### src/rtl/portal_msg_deframer.sv
`default_nettype none
`timescale 1ns/1ps
// ============================================================================
// Module      : portal_msg_deframer
// Description : Reassembles the 32-bit portal request word stream coming out
//               of the AXI slave bridge into one wide method message.
//               A header word {methodId[15:0], len[15:0]} is followed by
//               len-1 payload words. The first MAX_WORDS payload words are
//               kept; any extra words are consumed and discarded, and an
//               oversize pulse is raised. The finished message
//               {methodId, payload} is offered on a PipeIn-style ENA/RDY
//               port and held stable until the dispatcher takes it.
// Ports       : CLK           clock, all logic on the rising edge
//               nRST          synchronous reset, active high
//               in_enq__ENA   input word valid
//               in_enq_v      header or payload word
//               in_enq__RDY   deframer can accept a word
//               out_enq__ENA  message transfer (only while out_enq__RDY)
//               out_enq_v     {methodId, payload}
//               out_enq__RDY  dispatcher can accept a message
//               err_oversize  one-cycle pulse: header announced too many words
//               err_count     (DEFRAMER_ERR_COUNT_EN only) saturating count
//                             of err_oversize pulses
// Options     : define DEFRAMER_ERR_COUNT_EN to add the err_count port
// Revision    : 1.0  initial release
// ============================================================================
module portal_msg_deframer #(
    parameter int DATA_WIDTH = 32,
    parameter int ID_WIDTH   = 16,
    parameter int MAX_WORDS  = 4
) (
    input  logic                                    CLK,
    input  logic                                    nRST,
    input  logic                                    in_enq__ENA,
    input  logic [DATA_WIDTH-1:0]                   in_enq_v,
    output logic                                    in_enq__RDY,
    output logic                                    out_enq__ENA,
    output logic [ID_WIDTH+DATA_WIDTH*MAX_WORDS-1:0] out_enq_v,
    input  logic                                    out_enq__RDY,
    output logic                                    err_oversize
`ifdef DEFRAMER_ERR_COUNT_EN
    ,
    output logic [7:0]                              err_count
`endif
);

    // Header low field carries the total word count (header included).
    localparam int c_LEN_W = DATA_WIDTH - ID_WIDTH;
    // Wide enough to hold MAX_WORDS itself, not just MAX_WORDS-1.
    localparam int c_CNT_W = $clog2(MAX_WORDS + 1);
    localparam int c_PAY_W = DATA_WIDTH * MAX_WORDS;

    localparam logic [1:0] c_IDLE    = 2'd0;
    localparam logic [1:0] c_COLLECT = 2'd1;
    localparam logic [1:0] c_DRAIN   = 2'd2;
    localparam logic [1:0] c_EMIT    = 2'd3;

    logic [1:0]          r_state;
    logic [1:0]          w_state_next;

    logic [ID_WIDTH-1:0] r_method_id;
    logic [c_PAY_W-1:0]  r_payload;
    logic [c_CNT_W-1:0]  r_cnt;
    logic [c_CNT_W-1:0]  r_keep;
    logic [c_LEN_W-1:0]  r_drop;
    logic                r_err;

    logic [c_LEN_W-1:0]  w_len;
    logic [c_LEN_W-1:0]  w_npay;
    logic [c_CNT_W-1:0]  w_keep_hdr;
    logic [c_LEN_W-1:0]  w_drop_hdr;
    logic [c_CNT_W-1:0]  w_cnt_inc;
    logic                w_accept;
    logic                w_last_keep;
    logic                w_last_drop;

    // ------------------------------------------------------------------
    // Header decode (only meaningful while in IDLE)
    // ------------------------------------------------------------------
    assign w_len      = in_enq_v[c_LEN_W-1:0];
    // len 0 and len 1 both mean "no payload".
    assign w_npay     = (w_len == '0) ? '0 : w_len - c_LEN_W'(1);
    assign w_keep_hdr = (w_npay > c_LEN_W'(MAX_WORDS)) ? c_CNT_W'(MAX_WORDS)
                                                        : w_npay[c_CNT_W-1:0];
    assign w_drop_hdr = w_npay - c_LEN_W'(w_keep_hdr);

    assign w_accept    = in_enq__ENA && in_enq__RDY;
    assign w_cnt_inc   = r_cnt + c_CNT_W'(1);
    assign w_last_keep = (w_cnt_inc == r_keep);
    assign w_last_drop = (r_drop == c_LEN_W'(1));

    // ------------------------------------------------------------------
    // FSM: state register
    // ------------------------------------------------------------------
    always_ff @(posedge CLK) begin
        if (nRST) begin
            r_state <= c_IDLE;
        end else begin
            r_state <= w_state_next;
        end
    end

    // ------------------------------------------------------------------
    // FSM: next-state logic
    // ------------------------------------------------------------------
    always_comb begin
        w_state_next = r_state;
        case (r_state)
            c_IDLE: begin
                if (w_accept) begin
                    if (w_keep_hdr != '0) begin
                        w_state_next = c_COLLECT;
                    end else if (w_drop_hdr != '0) begin
                        w_state_next = c_DRAIN;
                    end else begin
                        w_state_next = c_EMIT;
                    end
                end
            end
            c_COLLECT: begin
                if (w_accept && w_last_keep) begin
                    w_state_next = (r_drop != '0) ? c_DRAIN : c_EMIT;
                end
            end
            c_DRAIN: begin
                if (w_accept && w_last_drop) begin
                    w_state_next = c_EMIT;
                end
            end
            c_EMIT: begin
                if (out_enq__ENA) begin
                    w_state_next = c_IDLE;
                end
            end
            default: w_state_next = c_IDLE;
        endcase
    end

    // ------------------------------------------------------------------
    // FSM: outputs. Input is stalled only while a finished message waits,
    // which is what keeps words from being lost under backpressure.
    // ------------------------------------------------------------------
    always_comb begin
        in_enq__RDY  = 1'b1;
        out_enq__ENA = 1'b0;
        if (r_state == c_EMIT) begin
            in_enq__RDY  = 1'b0;
            out_enq__ENA = out_enq__RDY;
        end
    end

    // ------------------------------------------------------------------
    // Message datapath and counters
    // ------------------------------------------------------------------
    always_ff @(posedge CLK) begin
        if (nRST) begin
            r_method_id <= '0;
            r_payload   <= '0;
            r_cnt       <= '0;
            r_keep      <= '0;
            r_drop      <= '0;
            r_err       <= 1'b0;
        end else begin
            r_err <= 1'b0;

            if ((r_state == c_IDLE) && w_accept) begin
                r_method_id <= in_enq_v[DATA_WIDTH-1 -: ID_WIDTH];
                r_payload   <= '0;   // unused slots must read as zero
                r_cnt       <= '0;
                r_keep      <= w_keep_hdr;
                r_drop      <= w_drop_hdr;
                r_err       <= (w_drop_hdr != '0);
            end

            if ((r_state == c_COLLECT) && w_accept) begin
                for (int i = 0; i < MAX_WORDS; i++) begin
                    if (r_cnt == c_CNT_W'(i)) begin
                        r_payload[i*DATA_WIDTH +: DATA_WIDTH] <= in_enq_v;
                    end
                end
                r_cnt <= w_cnt_inc;
            end

            if ((r_state == c_DRAIN) && w_accept) begin
                r_drop <= r_drop - c_LEN_W'(1);
            end
        end
    end

    assign out_enq_v    = {r_method_id, r_payload};
    assign err_oversize = r_err;

`ifdef DEFRAMER_ERR_COUNT_EN
    logic [7:0] r_err_count;

    always_ff @(posedge CLK) begin
        if (nRST) begin
            r_err_count <= '0;
        end else if (r_err && (r_err_count != 8'hFF)) begin
            r_err_count <= r_err_count + 8'd1;
        end
    end

    assign err_count = r_err_count;
`endif

endmodule
`default_nettype wire

### config.mk
export PLATFORM = sky130hd
export DESIGN_NAME = portal_msg_deframer
export DESIGN_NICKNAME = d
export VERILOG_FILES = /design/src/rtl/portal_msg_deframer.sv
export SDC_FILE = /design/constraint.sdc
export NUM_CORES = 1
export LEC_CHECK = 0
export BUFFER_PORTS_ARGS = -buffer_cell sky130_fd_sc_hd__buf_4
export CAP_MARGIN = 20
export CORE_MARGIN = 2
export CORE_UTILIZATION = 45
export DETAILED_ROUTE_END_ITERATION = 7
export GPL_TIMING_DRIVEN = 0
export PLACE_DENSITY = 0.69
export RECOVER_POWER = 100
export SLEW_MARGIN = 25
export SYNTH_ARGS = -nofsm -noshare
export SYNTH_HDL_FRONTEND = slang
export SYNTH_SLANG_ARGS = --single-unit
export TNS_END_PERCENT = 5
### constraint.sdc
create_clock -name CLK -period 6.8 [get_ports CLK]
set_input_delay 1.36 -clock CLK [delete_from_list [all_inputs] [get_ports CLK]]
set_output_delay 1.36 -clock CLK [all_outputs]
set_load 0.01 [all_outputs]
==> impl_metrics.toml, run 1 <==
[outcome]
status = "finished, final reports clean"

[clock_tree]
cts.path.max_buffers = 2
ctsHoldBuffers = 0
cts-buffers-inserted = 17
cts-htree-levels = 4
cts_setup_buffers = 0
cts_tree = "built"
root_buffer = "clkbuf_16"
clock_latency_ps = 430
cts_resized = 0
clkSlewWorstSetupHoldPaths_ps = 70
clock-sinks = 169

[die]
rows = 48
dieArea_um2 = 18700
initial_utilization_pct = 45.9
die_y_um = 137
core_um2 = 17200
die_w_um = 137
ios = 183

[synthesis]
synth.distinct_cells = 71
synth_compound_area_share_pct = 18.9
synth_most_common_cell = "nand2_1"
syn_area_um2 = 7910
avgSynthCellArea_um2 = 7.54
synth-adder-area-share_pct = 2.06
yosysTopAreaCellShare_pct = 42.8
synth_flop_cell = "dfxtp_1"
yosysWarnings = 0
async_flop_share_pct = 0
ys_top_cells_by_count = "nand2_1 (201), a21oi_1 (169), dfxtp_1 (169)"
ys_seq_area_share_pct = 42.8
synth-xor-area-share_pct = 1.55
netlist_top_cells_area = "dfxtp_1 (43%), a21oi_1 (11%), nand2_1 (9.5%), nand3_1 (8.8%), clkbuf_1 (4.3%)"
synth_top_area_cell = "dfxtp_1"
syn_nets = 1098
ys_seq_elements = 169
muxShareOfSynthArea_pct = 0.791
synth_top_family_by_area = "simple AND/OR/NAND/NOR gates"
synth_simple_gate_area_share_pct = 28.2
synth_edf_count = 0
synthCells = 1049

[timing]
relSlewSlack_pct = 32.6
final.setup.tns_ps = 0
final.period_utilization_pct = 84.5
rsz0062_at_grt = "false"
tightest_slew_ps = 1000
final_max_slew_viol_count = 0
clock_skew_ps = 9.81
period_minus_slack_ps = 5750
setup_viol = 0
fmax_ghz = 0.174
final_hold_viol_count = 0

[drt]
viasPerCell = 5.66
wl_per_cell_um = 18.0
via_count = 8363
antenna_left = 0
drtPass1Iterations = 5
drc = 0
dr.first_iter.drc_count = 584
drt-total-wl_um = 26600

[placement]
gp_congestion = 0.897
hpwl_um = 19400
placement.io_buffers = 173

[power_and_ir_drop]
leakage_nw = 3.14
swShare_pct = 34.4
pwr-share-seq_pct = 37.5
comb_power_share_pct = 25.7
peakVddDrop_uv = 232
switchingPower_mw = 1.02
p_clk_share_pct = 36.8
power.internal_mw = 1.94
powerDensity_nw_per_um2 = 310

[global_routing]
grt_pass1_vias = 7374
grt_max_degree = 17
grt_pass1_wl_um = 40600
overflow = 0
gr-usage-all-layers_pct = 28.1
antenna_found_initial = 0

[worst_setup_path]
worstPathMaxFanout = 10
path_buf_inv = 5
end_kind = "flip-flop"
cp_common_cell = "clkbuf_1"
startpoint_type = "input pin"
path_delay_family = "simple AND/OR/NAND/NOR gates"
required_ps = 7080
slowest_delay_ps = 560
crit_chain = "clkbuf_1 -> clkbuf_1 -> inv_1 -> ha_1 -> clkbuf_1 -> nor3b_1 -> nand4_1 -> o311a_1 -> or4b_1 -> a211oi_1 -> clkbuf_1 -> nand2b_1 -> ha_1 -> nand3b_1 -> nor4_2 -> and3_1 -> nor3_1"
arrival_ps = 6030
path_class = "in -> reg"
slowest_stage = "clkbuf_1"

[final_layout]
drive_above_1_share_pct = 5.67
antenna_cells = 0
areaGrowthSynthToFinish_pct = 20.8
final_util_pct = 55.4
layout.nets = 1290

[hold_path]
min_path_type = "reg -> reg"

[flow_run]
cap_violations = 0
-- worst paths after layout --
kind	slack, ps	endpoint	start	cells after the start
hold / removal	450	r_method_id[4]	r_method_id[4]	2
setup reg to reg	4150	r_payload[26]	r_state[0]	10
hold reg to reg	450	r_method_id[4]	r_method_id[4]	2
setup / recovery	1050	err_oversize	in_enq_v[0]	17
-- power groups by stage --
stage / Sequential, mW / Clock [mW] / Combinational (mW)
6_report: 1.11 / 1.09 / 0.761
5_1_grt: 1.12 / 1.14 / 0.841
4_1_cts: 1.11 / 1.10 / 0.779
3_5_place_dp: 1.13 / 0 / 0.776
3_3_place_gp: 1.13 / 0 / 0.772
2_1_floorplan: 1.14 / 0 / 0.499
-- tightest hold or removal path: stages, from the launching register on --
cell,delay [ps]
dfxtp_1,310
nand2_1,50
a21oi_1,50
-- per-layer routing --
metal  track usage, %  share of wire (%)  vias to the layer above
met5                0                  0                        -
met4             10.4                2.5                        0
met3             6.74                7.8                       38
met2             42.8                 45                      343
met1             38.6                 45                     3929
li1                 -                  -                     4053
-- sequential cells by signal, indices dropped and copies added (netlist names) --
register and count:
r_payload 128, r_drop 16, r_method_id 16, r_cnt 3, r_keep 3, r_state 2, err_oversize 1
-- area by class of cell --
class | instances | area, um^2
Sequential cell | 169 | 3380
Clock inverter | 14 | 233
Multi-Input combinational cell | 766 | 4050
Tap cell | 225 | 282
Inverter | 16 | 60.1
Buffer | 98 | 379
Clock buffer | 17 | 425
Timing Repair Buffer | 173 | 747
Fill cell | 1791 | 7680
-- cell families (layout without fill, tap and decap cells) --
family / after synthesis / in the layout
and+or+nand+nor: 475 / 475
AOI/OAI and AO/OA: 257 / 257
DFF: 169 / 169
buffers and inverters: 114 / 318
xor gates and xnor gates: 14 / 14
adders and majority gates: 13 / 13
muxes: 6 / 6
other: 1 / 1
-- through the flow --
| step | total power [mW] | hold WS [ps] | cell area, um^2 | std cells | setup WS, ps |
|---|---|---|---|---|---|
| global placement | 1.90 | 443 | 9490 | 1447 | 1090 |
| finish | 2.96 | 455 | 9560 | 1478 | 1050 |
| CTS | 2.98 | 457 | 10100 | 1478 | 1490 |
| floorplan | 1.64 | 444 | 7910 | 1049 | 1980 |
| detailed placement | 1.91 | 448 | 9490 | 1447 | 1050 |
| global route | 3.10 | 474 | 9560 | 1478 | 746 |
-- layout by cell type, fill, tap and decap left out, types with 8 or more instances in the layout --
master	instances
a21oi_1	169
buf_4	25
clkbuf_1	238
clkbuf_16	17
dfxtp_1	169
ha_1	13
inv_1	16
nand2_1	201
nand3_1	139
nand4_1	8
nor2_1	40
nor2b_1	8
nor3_1	21
nor4_1	14
o21ai_0	29
xnor2_1	10
Power figures use the tool's default switching activity.
==> run 2, diff against run 1 <==
Clock period 6.8 ns to 5.65 ns, I/O delays scaled along.
==> run 2 against run 1 <==
Count of clock-buffer cells in the layout unchanged. Clock power up 20%. Via count about the same. Final area is 0.18% higher. Largest cell class unchanged. Highest routed layer unchanged.
==> impl_metrics.toml, run 2 (synthesis gave the netlist of run 1 again) <==
[outcome]
status = "finished, final reports clean"

[timing]
rsz0062_at_grt = "false"
relSlewSlack_pct = 32.2
final.period_utilization_pct = 92.2
final.setup.tns_ps = 0
final_max_slew_viol_count = 0
period_minus_slack_ps = 5210
final_hold_viol_count = 0
fmax_ghz = 0.192
setup_viol = 0
tightest_slew_ps = 1010
clock_skew_ps = 10.3

[power_and_ir_drop]
peakVddDrop_uv = 280
powerDensity_nw_per_um2 = 372
leakage_nw = 3.15

[global_routing]
grt_pass1_vias = 7374
gr-usage-all-layers_pct = 28.1
overflow = 0
antenna_found_initial = 0
grt_pass1_wl_um = 40600
grt_max_degree = 17

[die]
ios = 183
rows = 48
die_y_um = 137
initial_utilization_pct = 45.9
die_w_um = 137
core_um2 = 17200
dieArea_um2 = 18700

[clock_tree]
cts_tree = "built"
cts_setup_buffers = 0
clkSlewWorstSetupHoldPaths_ps = 70
ctsHoldBuffers = 0
cts-htree-levels = 4
clock_latency_ps = 430
cts.path.max_buffers = 2
clock-sinks = 169
cts-buffers-inserted = 17
root_buffer = "clkbuf_16"
cts_resized = 0

[worst_setup_path]
path_class = "in -> reg"
worstPathMaxFanout = 10
r2r_slack_ps = 3000
r2r-end = "r_payload[26]"
end_kind = "flip-flop"
required_ps = 5930
startpoint_type = "input pin"
reg2reg_from = "r_state[0]"
worstRegToRegCells = 10
arrival_ps = 5490

[drt]
drt-total-wl_um = 26600
drtPass1Iterations = 5
viasPerCell = 5.66
wl_per_cell_um = 18.0
via_count = 8365
drc = 0
dr.first_iter.drc_count = 535
antenna_left = 0

[placement]
hpwl_um = 19400
gp_congestion = 0.897
placement.io_buffers = 173
placed_area_um2 = 9490

[final_layout]
final_util_pct = 55.5
layout_commonest_cell = "clkbuf_1"
layout.nets = 1290
final_cell_mix = "clkbuf_1 (237), nand2_1 (201), a21oi_1 (169), dfxtp_1 (169), nand3_1 (139)"
top_register = "r_payload"
fin_area_um2 = 9570
largest_reg_flops = 128
reg_top3 = "r_payload x128, r_drop x16, r_method_id x16"
drive_above_1_share_pct = 5.75
antenna_cells = 0
areaGrowthSynthToFinish_pct = 21.0

[hold_path]
hold_path_depth = 2
min_to = "r_method_id[4]"
min_path_type = "reg -> reg"
holdCritStartpoint = "r_method_id[4]"

[flow_run]
cap_violations = 0
-- run 2: cell types whose count changed in the layout (fill, tap and decap cells not counted), sizes merged --
cell,previous run,this run
clkbuf,257,256
buf,31,32
-- run 2: worst max-delay path, stage by stage --
cell and delay, ps:
clkbuf_1 310, clkbuf_1 560, inv_1 150, ha_1 340
clkbuf_1 270, nor3b_1 230, nand4_1 140, o311a_1 230
or4b_1 610, a211oi_4 320, buf_6 170, nand2b_1 130
ha_1 160, nand3b_1 90, nor4_2 320, and3_1 240
nor3_1 60
-- run 2: worst max path at each step --
| stage | start | endpoint | slack [ps] | cells after the start |
|---|---|---|---|---|
| after global routing | in_enq_v[0] | r_drop[10] | 160 | 12 |
| after global placement | in_enq_v[0] | err_oversize | 170 | 17 |
| final | in_enq_v[0] | err_oversize | 440 | 17 |
| after detailed placement | in_enq_v[0] | err_oversize | 130 | 17 |
| after floorplan | in_enq_v[0] | err_oversize | 1060 | 16 |
| after CTS | in_enq_v[0] | err_oversize | 570 | 17 |
-- run 2: through the flow --
step / power [mW] / setup WS (ps) / cells / hold WS [ps]
2_1_floorplan: 1.97 / 1060 / 1049 / 444
3_3_place_gp: 2.29 / 167 / 1447 / 443
3_5_place_dp: 2.29 / 133 / 1447 / 448
4_1_cts: 3.59 / 570 / 1478 / 457
5_1_grt: 3.73 / 160 / 1478 / 474
6_report: 3.56 / 440 / 1478 / 454
-- run 2: layer usage --
| layer | share of wire [%] | global-route usage [%] | routed length [um] | vias to the layer above |
|---|---|---|---|---|
| met5 | 0 | 0 | 0 | - |
| met4 | 2.6 | 10.4 | 703 | 0 |
| met3 | 8.3 | 6.74 | 2210 | 41 |
| met2 | 45 | 42.8 | 11900 | 346 |
| met1 | 44 | 38.6 | 11800 | 3932 |
| li1 | - | - | - | 4046 |
-- run 2: power breakdown --
group / switching (mW) / internal (mW) / total (mW)
clock: 0.514 / 0.797 / 1.31
combinational: 0.654 / 0.262 / 0.916
sequential: 0.0600 / 1.27 / 1.33
total: 1.23 / 2.33 / 3.56
-- run 2: final cells by class --
| type | count | area [um^2] |
|---|---|---|
| clock buffers | 17 | 425 |
| clock inverters | 14 | 233 |
| fillers | 1788 | 7660 |
| well taps | 225 | 282 |
| multi-input cells | 766 | 4060 |
| repair buffers | 173 | 747 |
| inverters | 16 | 60.1 |
| plain buffers | 98 | 387 |
| flip-flops and latches | 169 | 3380 |
